### config.mk
export PLATFORM = sky130hd
export DESIGN_NAME = sub_serial_nb
export DESIGN_NICKNAME = d
export VERILOG_FILES = /design/src/rtl/sub_serial_nb.sv
export SDC_FILE = /design/constraint.sdc
export NUM_CORES = 1
export LEC_CHECK = 0
export CORE_MARGIN = 1
export CORE_UTILIZATION = 50
export CTS_BUF_LIST = sky130_fd_sc_hd__clkbuf_4 sky130_fd_sc_hd__clkbuf_8 sky130_fd_sc_hd__clkbuf_16
export DETAILED_ROUTE_END_ITERATION = 12
export MAX_ROUTING_LAYER = met4
export PLACE_DENSITY_LB_ADDON = 0.1
export SYNTH_ARGS = -nofsm -noshare
export SYNTH_HDL_FRONTEND = slang
export SYNTH_SLANG_ARGS = --single-unit
export TNS_END_PERCENT = 50
### constraint.sdc
create_clock -name clk -period 4.4 [get_ports clk]
set_clock_uncertainty 0.2 [all_clocks]
set_input_delay 1.1 -clock clk [delete_from_list [all_inputs] [get_ports clk]]
set_output_delay 1.1 -clock clk [all_outputs]
set_load 0.02 [all_outputs]
### src/rtl/sub_serial_nb.sv
// sub_serial_nb: bit-serial n-bit subtractor, {bo, diff} = a - b - bin, LSB first, start/busy/done handshake
// Ports:
//   clk   - system clock, rising edge
//   rst   - asynchronous active-high reset
//   start - request, accepted in IDLE or DONE
//   a, b  - minuend / subtrahend, captured on the accepting edge
//   bin   - borrow-in, captured on the accepting edge
//   diff  - registered difference (a - b - bin) mod 2^n
//   bo    - registered borrow-out
//   zero  - registered, diff == 0
//   busy  - high while bits are being computed
//   done  - one-cycle pulse when diff/bo/zero update
module sub_serial_nb #(
   parameter int n = 8
) (
   input  logic         clk,
   input  logic         rst,
   input  logic         start,
   input  logic [n-1:0] a,
   input  logic [n-1:0] b,
   input  logic         bin,
   output logic [n-1:0] diff,
   output logic         bo,
   output logic         zero,
   output logic         busy,
   output logic         done
);
   localparam int cw = $clog2(n + 1);
   typedef enum logic [1:0] {IDLE, RUN, DONE} state_t;
   state_t state_q, state_d;
   logic [n-1:0] ra_q, ra_d, rb_q, rb_d, sr_q, sr_d, diff_q, diff_d;
   logic [cw-1:0] cnt_q, cnt_d;
   logic br_q, br_d, bo_q, bo_d, zero_q, zero_d, d;
   logic [n-1:0] shifted;
   always_comb begin
      state_d = state_q;
      ra_d = ra_q;
      rb_d = rb_q;
      sr_d = sr_q;
      br_d = br_q;
      cnt_d = cnt_q;
      diff_d = diff_q;
      bo_d = bo_q;
      zero_d = zero_q;
      d = ra_q[0] ^ rb_q[0] ^ br_q;
      // new bit enters at the MSB so after n shifts bit 0 sits at the LSB
      shifted = (sr_q >> 1) | (n'(d) << (n - 1));
      if (state_q == RUN) begin
         sr_d = shifted;
         ra_d = ra_q >> 1;
         rb_d = rb_q >> 1;
         br_d = (~ra_q[0] & rb_q[0]) | (~(ra_q[0] ^ rb_q[0]) & br_q);
         cnt_d = cnt_q + cw'(1);
         if (cnt_q == cw'(n - 1)) begin
            diff_d = shifted;
            bo_d = br_d;
            zero_d = shifted == '0;
            state_d = DONE;
         end
      end else if (start) begin
         ra_d = a;
         rb_d = b;
         br_d = bin;
         cnt_d = '0;
         sr_d = '0;
         state_d = RUN;
      end else begin
         state_d = IDLE;
      end
   end
   always_ff @(posedge clk or posedge rst) begin
      if (rst) begin
         state_q <= IDLE;
         ra_q <= '0;
         rb_q <= '0;
         sr_q <= '0;
         br_q <= 1'b0;
         cnt_q <= '0;
         diff_q <= '0;
         bo_q <= 1'b0;
         zero_q <= 1'b0;
      end else begin
         state_q <= state_d;
         ra_q <= ra_d;
         rb_q <= rb_d;
         sr_q <= sr_d;
         br_q <= br_d;
         cnt_q <= cnt_d;
         diff_q <= diff_d;
         bo_q <= bo_d;
         zero_q <= zero_d;
      end
   end
   assign diff = diff_q;
   assign bo = bo_q;
   assign zero = zero_q;
   assign busy = state_q == RUN;
   assign done = state_q == DONE;
endmodule

==> results_dict.tcl <==
set metrics [dict create \
    slew_headroom_pct 25.2 \
    setup_violations 0 \
    overflow 0 \
    nets 210 \
    hold_buffers 0 \
    io_pins 32 \
    grt_use_total_pct 19.7 \
    p_leak_uw 0.00100 \
    met1_usage_pct 19.9 \
    die_y_um 62.1 \
    cts_max_level 2 \
    drt_wl_total_um 3100 \
    numClockSinks 40 \
    synth_area_leaders "dfrtp_1, mux2i_1, o21ai_0" \
    status "finished clean" \
    synth_top_area_share_pct 55.5 \
    netlist_instances 157 \
    period_share_pct 64.2 \
    vias 1208 \
    slew_viol_final 0 \
    yosys.area.top_type "dfrtp_1" \
    dieWidth_um 62.1 \
    dp.cells 227 \
    first_pass_iters 2 \
    clockBufferDepth 2 \
    synth_area_um2 1800 \
    hold_class "flip-flop to flip-flop" \
    final_cell_count_no_fill 235 \
    final_hold_viol_count 0 \
    busiest_layer "met2" \
    portBuffers 31 \
    nFillCells 267 \
    max_freq_ghz 0.354 \
    globalRouteMet2Util_pct 34.0 \
    multiInputGateArea_um2 718 \
    rows 21 \
    drive_above_1_share_pct 12.2 \
    endpoint_kind "output port" \
    syn_nets 179 \
    rsz0062_at_grt "no" \
    dr.first_iter.drc_count 27 \
    switching_share_pct 36.9 \
    cp.required_ps 3100 \
    ys_seq_area_share_pct 55.5 \
    p_per_area_nw_per_um2 658 \
    first_global_vias 1147 \
    synthDistinctLibCells 24 \
    grt_util_met3_pct 6.42 \
    cts_setup_buffers 0 \
    vias_per_cell 5.14 \
    cts_resized 0 \
    place_congestion 0.756 \
    cts_made_buffers 5 \
    initial_utilization_pct 53.2 \
    seq_power_share_pct 44.1 \
    synthToLayoutAreaGrowth_pct 21.6 \
    clk_latency_ps 340 \
    maxCapViolCount 0 \
    switchingPower_uw 533 \
    max-vdd-ir-drop_v 0.000426 \
    syn_avg_cell_area_um2 11.5 \
    startpoint_type "flip-flop" \
    grt_antenna_before_repair 0 \
    p_int_uw 911 \
    num_antenna_cells 0 \
    grt_max_degree 57 \
    clkPwrFrac_pct 13.8 \
    core_um2 3390 \
    yosys_warnings 0 \
    arrival_ps 1530 \
    cts_tree "done" \
    wire_per_inst_um 13.2 \
    clk_pin_slew_worst_paths_ps 100 \
    synth-seq-cells 40 \
    post-dp-hpwl_um 2180 \
    register_area_um2 1000 \
    worst_pin_slew_ps 1120 \
    die_area_um2 3850 \
    period_needed_ps 2830 \
    drc 0 \
    cts_root_buffer "clkbuf_4" \
    cp_max_fo 2 \
    share_comb_of_total_power_pct 42.1 \
    final_antenna_net_count 0 \
    utilization_pct 64.7 \
    worstSetupPathType "flip-flop to output port" \
    fin_setup_tns_ps 0 \
    grt_first_pass_wirelength_um 5090 \
]
critical path, cell delays in order, from the launching register on:
cell and delay (ps):
dfrtp_1 420, nor2b_4 150, clkdlybuf4s50_1 620
sequential cells by signal, summed over array words and instances (netlist names), 2 cells and up:
register and cells:
diff 8, ra_q 8, rb_q 8, sr_q 7, cnt_q 4, state_q 2
Yosys cell counts, drive strengths merged:
library cell / number
a211oi: 1
a21oi: 2
a41oi: 1
and4b: 1
buf: 9
clkbuf: 1
dfrtp: 40
fa: 1
ha: 1
inv: 5
mux2: 10
mux2i: 19
nand2: 25
nand2b: 8
nand3: 1
nor2: 4
nor2b: 3
nor4: 2
o21a: 1
o21ai: 22
stage by stage:
stage | cell area [um2] | setup slack (ps) | hold WS [ps] | power (uW)
after floorplan | 1800 | 2180 | 249 | 1060
after global placement | 2130 | 1290 | 262 | 1230
after detailed placement | 2130 | 1250 | 271 | 1260
after CTS | 2190 | 1540 | 298 | 1460
after global routing | 2190 | 1490 | 328 | 1560
final | 2190 | 1570 | 296 | 1440
power by group through the flow:
stage	Combinational, uW	Sequential [uW]	Clock [uW]
6_report	608	637	199
3_3_place_gp	593	634	0
5_1_grt	677	657	221
2_1_floorplan	398	665	0
3_5_place_dp	616	643	0
4_1_cts	617	637	210
path summary, 6_finish.rpt:
kind                       depth (start not counted)  slack [ps]       start      end
min in group asynchronous                          3         960         rst  rb_q[1]
min reg2reg                                        2         300     ra_q[2]  ra_q[1]
max                                                2        1570  state_q[1]     busy
max reg2reg                                        4        2270  state_q[1]  diff[6]
min                                                2         300     ra_q[2]  ra_q[1]
max in group asynchronous                          3        2700         rst  diff[2]
layout by cell type, fill, tap and decap left out, types with 3 or more instances in the layout:
cell type        instances
dfrtp_1                 40
clkdlybuf4s50_1         31
nand2_1                 25
o21ai_0                 22
mux2i_1                 19
nand2b_1                 8
clkbuf_4                 7
mux2_4                   6
inv_1                    5
nor2_1                   4
mux2_2                   4
buf_4                    3
cell families after synthesis:
kind of cell	Yosys count	share of synthesized area, %
adders and majority gates	2	1.80
DFF	40	55.5
muxes	29	18.0
and+or+nand+nor	44	12.0
buffers and inverters	15	4.72
AOI/OAI and AO/OA	27	7.98
final cells by class:
type                       instances  share of cell area [%]
sequential                        40                    45.6
multi-input combinational        102                    32.7
clock buffer                       8                    3.02
timing repair buffer              34                    15.2
inverter                           5                   0.855
tap                               46                    2.62
metal layers:
metal,vias to the layer above,share of wire (%)
met1,582,42
met2,26,51
met3,10,4.0
li1,590,-
met4,0,2.9
met5,-,0
Power figures use the tool's default switching activity.
